<file path="src/rtl/hazard_pkg.sv">
// rtl/hazard_pkg.sv - shared types and constants for the pipeline hazard controller
//
// Purpose: state encoding, register-zero constant, stall-counter width and
//          the control bundle driven onto the PC / IF/ID / ID/EX registers.
// Ports:   none (package).
package hazard_pkg;

  typedef enum logic [0:0] {
    RUN      = 1'b0,
    LU_STALL = 1'b1
  } hazard_state_e;

  localparam logic [4:0] REG_ZERO = 5'd0;
  localparam int         CNT_W    = 3;

  typedef struct packed {
    logic pc_write;
    logic if_id_write;
    logic if_id_flush;
    logic id_ex_flush;
    logic pipe_freeze;
  } hazard_ctrl_t;

  localparam hazard_ctrl_t CTRL_DEFAULT = '{pc_write: 1'b1, if_id_write: 1'b1,
                                            if_id_flush: 1'b0, id_ex_flush: 1'b0,
                                            pipe_freeze: 1'b0};
  localparam hazard_ctrl_t CTRL_RESET   = '{pc_write: 1'b0, if_id_write: 1'b0,
                                            if_id_flush: 1'b1, id_ex_flush: 1'b1,
                                            pipe_freeze: 1'b0};
  localparam hazard_ctrl_t CTRL_BUSY    = '{pc_write: 1'b0, if_id_write: 1'b0,
                                            if_id_flush: 1'b0, id_ex_flush: 1'b0,
                                            pipe_freeze: 1'b1};
  localparam hazard_ctrl_t CTRL_BRANCH  = '{pc_write: 1'b1, if_id_write: 1'b1,
                                            if_id_flush: 1'b1, id_ex_flush: 1'b1,
                                            pipe_freeze: 1'b0};
  localparam hazard_ctrl_t CTRL_STALL   = '{pc_write: 1'b0, if_id_write: 1'b0,
                                            if_id_flush: 1'b0, id_ex_flush: 1'b1,
                                            pipe_freeze: 1'b0};

endpackage

</file>
<file path="src/rtl/hazard_perf_cnt.sv">
// rtl/hazard_perf_cnt.sv - saturating 32-bit event counter
//
// Purpose: counts enable pulses, sticks at all-ones instead of wrapping.
// Ports:
//   i_clk    in   clock, rising edge
//   i_reset  in   synchronous, active-high; clears the count
//   i_en     in   count this cycle
//   o_count  out  current count [31:0]
module hazard_perf_cnt (
  input  logic        i_clk,
  input  logic        i_reset,
  input  logic        i_en,
  output logic [31:0] o_count
);

  logic [31:0] r_count;

  always_ff @(posedge i_clk) begin
    if (i_reset) begin
      r_count <= '0;
    end else if (i_en && (r_count != 32'hFFFF_FFFF)) begin
      r_count <= r_count + 32'd1;
    end
  end

  assign o_count = r_count;

endmodule

</file>
<file path="src/rtl/hazard_ctrl.sv">
// rtl/hazard_ctrl.sv - load-use / taken-branch / memory-busy hazard controller
//
// Purpose: produces PC / IF/ID / ID/EX hold and flush controls for a 5-stage
//          MIPS pipeline. Controls are combinational from state, stall counter
//          and inputs; state, counter and perf counters are registered.
// Optional feature: HAZARD_PERF_EN - when defined, stall_count / flush_count
//          are saturating perf counters; otherwise both are tied to 0.
// Ports:
//   clk, reset          clock (rising edge), synchronous active-high reset
//   id_rs, id_rt        source registers of the instruction in ID
//   id_uses_rt          ID instruction actually reads Rt
//   ex_mem_read, ex_rt  load flag and destination of the instruction in ID/EX
//   ex_branch           ID/EX instruction is a branch
//   ex_branch_taken     branch condition true (valid with ex_branch)
//   mem_busy            data memory not ready this cycle
//   pc_write            PC load enable
//   if_id_write         IF/ID load enable
//   if_id_flush         IF/ID load bubble
//   id_ex_flush         ID/EX load bubble
//   pipe_freeze         hold ID/EX, EX/MEM, MEM/WB
//   stall_count         load-use stall cycles
//   flush_count         taken-branch flushes
module hazard_ctrl
  import hazard_pkg::*;
#(
  parameter int LOAD_USE_CYCLES = 1,
  parameter int REG_ADDR_W      = 5
) (
  input  logic                  clk,
  input  logic                  reset,
  input  logic [REG_ADDR_W-1:0] id_rs,
  input  logic [REG_ADDR_W-1:0] id_rt,
  input  logic                  id_uses_rt,
  input  logic                  ex_mem_read,
  input  logic [REG_ADDR_W-1:0] ex_rt,
  input  logic                  ex_branch,
  input  logic                  ex_branch_taken,
  input  logic                  mem_busy,
  output logic                  pc_write,
  output logic                  if_id_write,
  output logic                  if_id_flush,
  output logic                  id_ex_flush,
  output logic                  pipe_freeze,
  output logic [31:0]           stall_count,
  output logic [31:0]           flush_count
);

  localparam logic [CNT_W-1:0] CNT_RELOAD = CNT_W'(LOAD_USE_CYCLES - 1);
  localparam logic [CNT_W-1:0] CNT_LAST   = CNT_W'(1);

  hazard_state_e    r_state;
  logic [CNT_W-1:0] r_cnt;

  hazard_state_e    w_state_nxt;
  logic [CNT_W-1:0] w_cnt_nxt;
  hazard_ctrl_t     w_ctrl;
  logic             w_lu;
  logic             w_br;
  logic             w_stall_inc;
  logic             w_flush_inc;

  // A load into $0 never produces a value anyone waits for.
  assign w_lu = ex_mem_read && (ex_rt != REG_ADDR_W'(REG_ZERO)) &&
                ((ex_rt == id_rs) || (id_uses_rt && (ex_rt == id_rt)));
  assign w_br = ex_branch && ex_branch_taken;

  always_comb begin
    w_ctrl      = CTRL_DEFAULT;
    w_state_nxt = r_state;
    w_cnt_nxt   = r_cnt;
    w_stall_inc = 1'b0;
    w_flush_inc = 1'b0;

    if (reset) begin
      w_ctrl = CTRL_RESET;
    end else if (mem_busy) begin
      // Whole pipe frozen: state and countdown hold, nothing is counted.
      w_ctrl = CTRL_BUSY;
    end else begin
      case (r_state)
        RUN: begin
          if (w_br) begin
            // Branch wins over load-use: the dependent instruction is squashed.
            w_ctrl      = CTRL_BRANCH;
            w_flush_inc = 1'b1;
          end else if (w_lu) begin
            w_ctrl      = CTRL_STALL;
            w_stall_inc = 1'b1;
            if (LOAD_USE_CYCLES > 1) begin
              w_state_nxt = LU_STALL;
              w_cnt_nxt   = CNT_RELOAD;
            end
          end
        end
        LU_STALL: begin
          // ID/EX holds a bubble here, so any branch indication is spurious.
          w_ctrl      = CTRL_STALL;
          w_stall_inc = 1'b1;
          if (r_cnt == CNT_LAST) begin
            w_state_nxt = RUN;
            w_cnt_nxt   = '0;
          end else begin
            w_cnt_nxt = r_cnt - CNT_W'(1);
          end
        end
        default: begin
          w_state_nxt = RUN;
          w_cnt_nxt   = '0;
        end
      endcase
    end
  end

  always_ff @(posedge clk) begin
    if (reset) begin
      r_state <= RUN;
      r_cnt   <= '0;
    end else begin
      r_state <= w_state_nxt;
      r_cnt   <= w_cnt_nxt;
    end
  end

  assign pc_write    = w_ctrl.pc_write;
  assign if_id_write = w_ctrl.if_id_write;
  assign if_id_flush = w_ctrl.if_id_flush;
  assign id_ex_flush = w_ctrl.id_ex_flush;
  assign pipe_freeze = w_ctrl.pipe_freeze;

`ifdef HAZARD_PERF_EN
  hazard_perf_cnt u_stall_cnt (
    .i_clk   (clk),
    .i_reset (reset),
    .i_en    (w_stall_inc),
    .o_count (stall_count)
  );

  hazard_perf_cnt u_flush_cnt (
    .i_clk   (clk),
    .i_reset (reset),
    .i_en    (w_flush_inc),
    .o_count (flush_count)
  );
`else
  logic w_unused_perf;
  assign w_unused_perf = w_stall_inc | w_flush_inc;
  assign stall_count   = 32'd0;
  assign flush_count   = 32'd0;
`endif

endmodule

</file>
<file path="config.mk">
export PLATFORM = sky130hd
export DESIGN_NAME = hazard_ctrl
export DESIGN_NICKNAME = d
export VERILOG_FILES = /design/src/rtl/hazard_pkg.sv /design/src/rtl/hazard_perf_cnt.sv /design/src/rtl/hazard_ctrl.sv
export SDC_FILE = /design/constraint.sdc
export NUM_CORES = 1
export LEC_CHECK = 0
export BUFFER_PORTS_ARGS = -buffer_cell sky130_fd_sc_hd__buf_2
export CELL_PAD_IN_SITES_DETAIL_PLACEMENT = 2
export CELL_PAD_IN_SITES_GLOBAL_PLACEMENT = 2
export CORE_ASPECT_RATIO = 0.7
export CORE_UTILIZATION = 16
export CTS_CLUSTER_SIZE = 24
export DETAILED_ROUTE_END_ITERATION = 7
export PLACE_DENSITY_LB_ADDON = 0.2
export SYNTH_ARGS = -nofsm -noshare
export SYNTH_HDL_FRONTEND = slang
export SYNTH_SLANG_ARGS = --single-unit
</file>
<file path="constraint.sdc">
create_clock -name clk -period 2 [get_ports clk]
set_clock_uncertainty 0.15 [all_clocks]
set_input_delay 0.3 -clock clk [delete_from_list [all_inputs] [get_ports clk]]
set_output_delay 0.3 -clock clk [all_outputs]
set_load 0.005 [all_outputs]
</file>
==> reports/results.ini <==
[synth]
yosysTopAreaCell=buf_4
synth_warnings=0
synth-seq-cells=4
syn_area_per_cell_um2=7.55
synthArstFlopShare_pct=0
synth_top_family_by_area=buffers and inverters
yosysSeqAreaShare_pct=9.30
ys.flop_type=dfxtp_1
synth-compound-area-share_pct=9.45
netlist_area_um2=861
yosysMostFrequentCell=buf_4
synth_common_cells=65 x buf_4, 9 x xor2_1, 6 x nor2_1
synth-xor-area-share_pct=10.2
synth_top_area_share_pct=56.7
synth_area_leaders=buf_4 57%, dfxtp_1 9.3%, xor2_1 9.2%, ha_1 2.9%, nor2_1 2.6%
synth_fa_ha_area_share_pct=2.91
synth_simple_gate_area_share_pct=8.87
synthMuxAreaShare_pct=0
synthesis.instances=114
netlist-cell-type-count=24
synth_edf_count=0

[clock_tree]
postCtsSetupBuffers=0
cts_tree=built
clk_pin_slew_ps=30
cts_num_sinks=4
cts_made_buffers=3
root_buffer=clkbuf_8
clock_latency_ps=210
htreeDepth=1
cts_hold_buf=0
cts-resized-gates=0
cts_buffer_depth=2

[grt]
overflow=0
grt_pass1_vias=538
grt_pass1_wl_um=2540
grt_max_degree=8
antenna_found_initial=0
grt_usage_pct=6.04

[timing]
clock.fmax_ghz=0.530
post-route-period-util_pct=94.4
finalHoldViolations=0
slew_violations=0
fin_crit_ps=1890
final.setup.worst_slack_ps=113
setup_tns_ps=0
finalSetupViolCount=0
rsz0062_at_grt=no

[floorplan]
start_util_pct=17.3
dieArea_um2=5680
io_pins=91
rows=21
core_area_um2=4970
die_w_um=89.7
die_h_um=63.4

[drt]
route.detailed.drc=0
vias=600
drtIter0Drc=10
postRouteAntennaNets=0
avgViaCountPerCell=2.86
dr.pass1.iters=2
avgRoutedWirePerCell_um=8.27
wl_um=1740

[cells_and_area]
fill_cells=614
final_layout_size_suffix_gt1_share_pct=21.3
diodes=0
fin_cells=210
area_growth_pct=0.727
finalNetCount=167
final_core_util_pct=17.5

[critical_path]
path_delay_family=simple AND/OR/NAND/NOR gates
critical-path-max-stage-delay_ps=510
path_cells=buf_2 > or4_1 > o21ai_1 > or2b_1 > o21a_1 > buf_2
crit_top_cell=buf_2
worst-endpoint-required_ps=1550
worstSetupStartpointType=input port
cp.buffers_inverters=2
critPathMaxFanout=3
crit_path_top_delay_cell=or4_1
critical_path_class=input port to output pin
worstPathArrival_ps=1440
endpoint_kind=output pin

[power_and_ir_drop]
cellLeakagePower_nw=0.470
ir_drop_mv=0.120
power.density_nw_per_um2=396
finalPower_mw=0.344

[placed_design]
preCtsSetupSlack_ps=99.3
dp_hpwl_um=1630
io_buffers=26
dpl.cell_count=207
gp_congestion=0.791

[outcome]
outcome=completed

[hold_path]
min_path_type=input port to register

[flow_run]
maxCapViolations=0

-- layer usage --
metal  wire length (µm)  track usage, %  share of wire (%)  vias up
met2                897            10.0                 52       41
met1                682            7.07                 39      268
met5                  0               0                  0        -
met4                  0            3.57                  0        0
li1                   -               -                  -      291
met3                156            1.18                9.0        0
-- cell usage in the layout, fill, tap and decap left out, drive strengths merged --
cell type / Yosys / routed
or2: 1 / 1
o21ai: 1 / 1
conb: 1 / 64
o21a: 1 / 1
a32oi: 1 / 1
ha: 2 / 2
o311a: 1 / 1
nor3: 2 / 2
buf: 65 / 26
o22ai: 1 / 1
nand2: 1 / 1
a31oi: 1 / 1
dfxtp: 4 / 4
inv: 5 / 5
o31ai: 1 / 1
nor4: 1 / 1
or2b: 1 / 1
a211oi: 2 / 2
clkbuf: 0 / 3
xnor2: 1 / 1
or4: 1 / 1
xor2: 9 / 9
nor2: 6 / 6
a21oi: 3 / 3
nor2b: 2 / 2
-- per-stage QoR --
stage	hold WS [ps]	cell area [µm²]
floorplan	222	1100
global placement	340	826
detailed placement	346	826
CTS	196	867
global route	213	867
finish	198	867
-- power breakdown --
group          leakage, nW  total [mW]  internal, mW         switching [mW]
Clock               0.0216       0.166         0.128                 0.0376
Combinational        0.416      0.0977        0.0350                 0.0627
Sequential          0.0322      0.0804        0.0804  0.0000000000000000767
-- worst register-to-register path, delay by kind of cell (launching register included) --
family	cells	cell delay, ps
AO/OA/AOI/OAI	2	300
flip-flops	1	380
AND/OR/NAND/NOR	2	430
-- path summary, 6_finish.rpt --
path	from	endpoint	slack [ps]	cells after the start
setup / recovery	ex_rt[1]	pc_write	110	6
hold / removal	reset	r_cnt[0]$_SDFFE_PP0P_	200	2
setup reg to reg	r_state$_SDFFE_PP0N_	r_cnt[2]$_SDFFE_PP0P_	630	4
hold reg to reg	r_state$_SDFFE_PP0N_	r_state$_SDFFE_PP0N_	340	1
-- logic make-up after synthesis --
kind of cell,count (synthesis)
buffers and inverters,70
and+or+nand+nor,15
AOI/OAI and AO/OA,12
xor gates and xnor gates,10
DFF,4
adders and majority gates,2
other,1
-- final cells by class --
cell class                      count  area [µm²]  area share, %
Tap cell                           69        86.3           9.96
Multi-Input combinational cell    103         510           58.9
Timing Repair Buffer               26         130           15.0
Inverter                            5        18.8           2.16
Sequential cell                     4        80.1           9.24
Clock buffer                        3        41.3           4.76
-- registers in the layout, indices dropped and copies added (netlist names) --
signal,cells
r_cnt,3
r_state,1
Note: power is estimated with default switching activity, not from simulation.
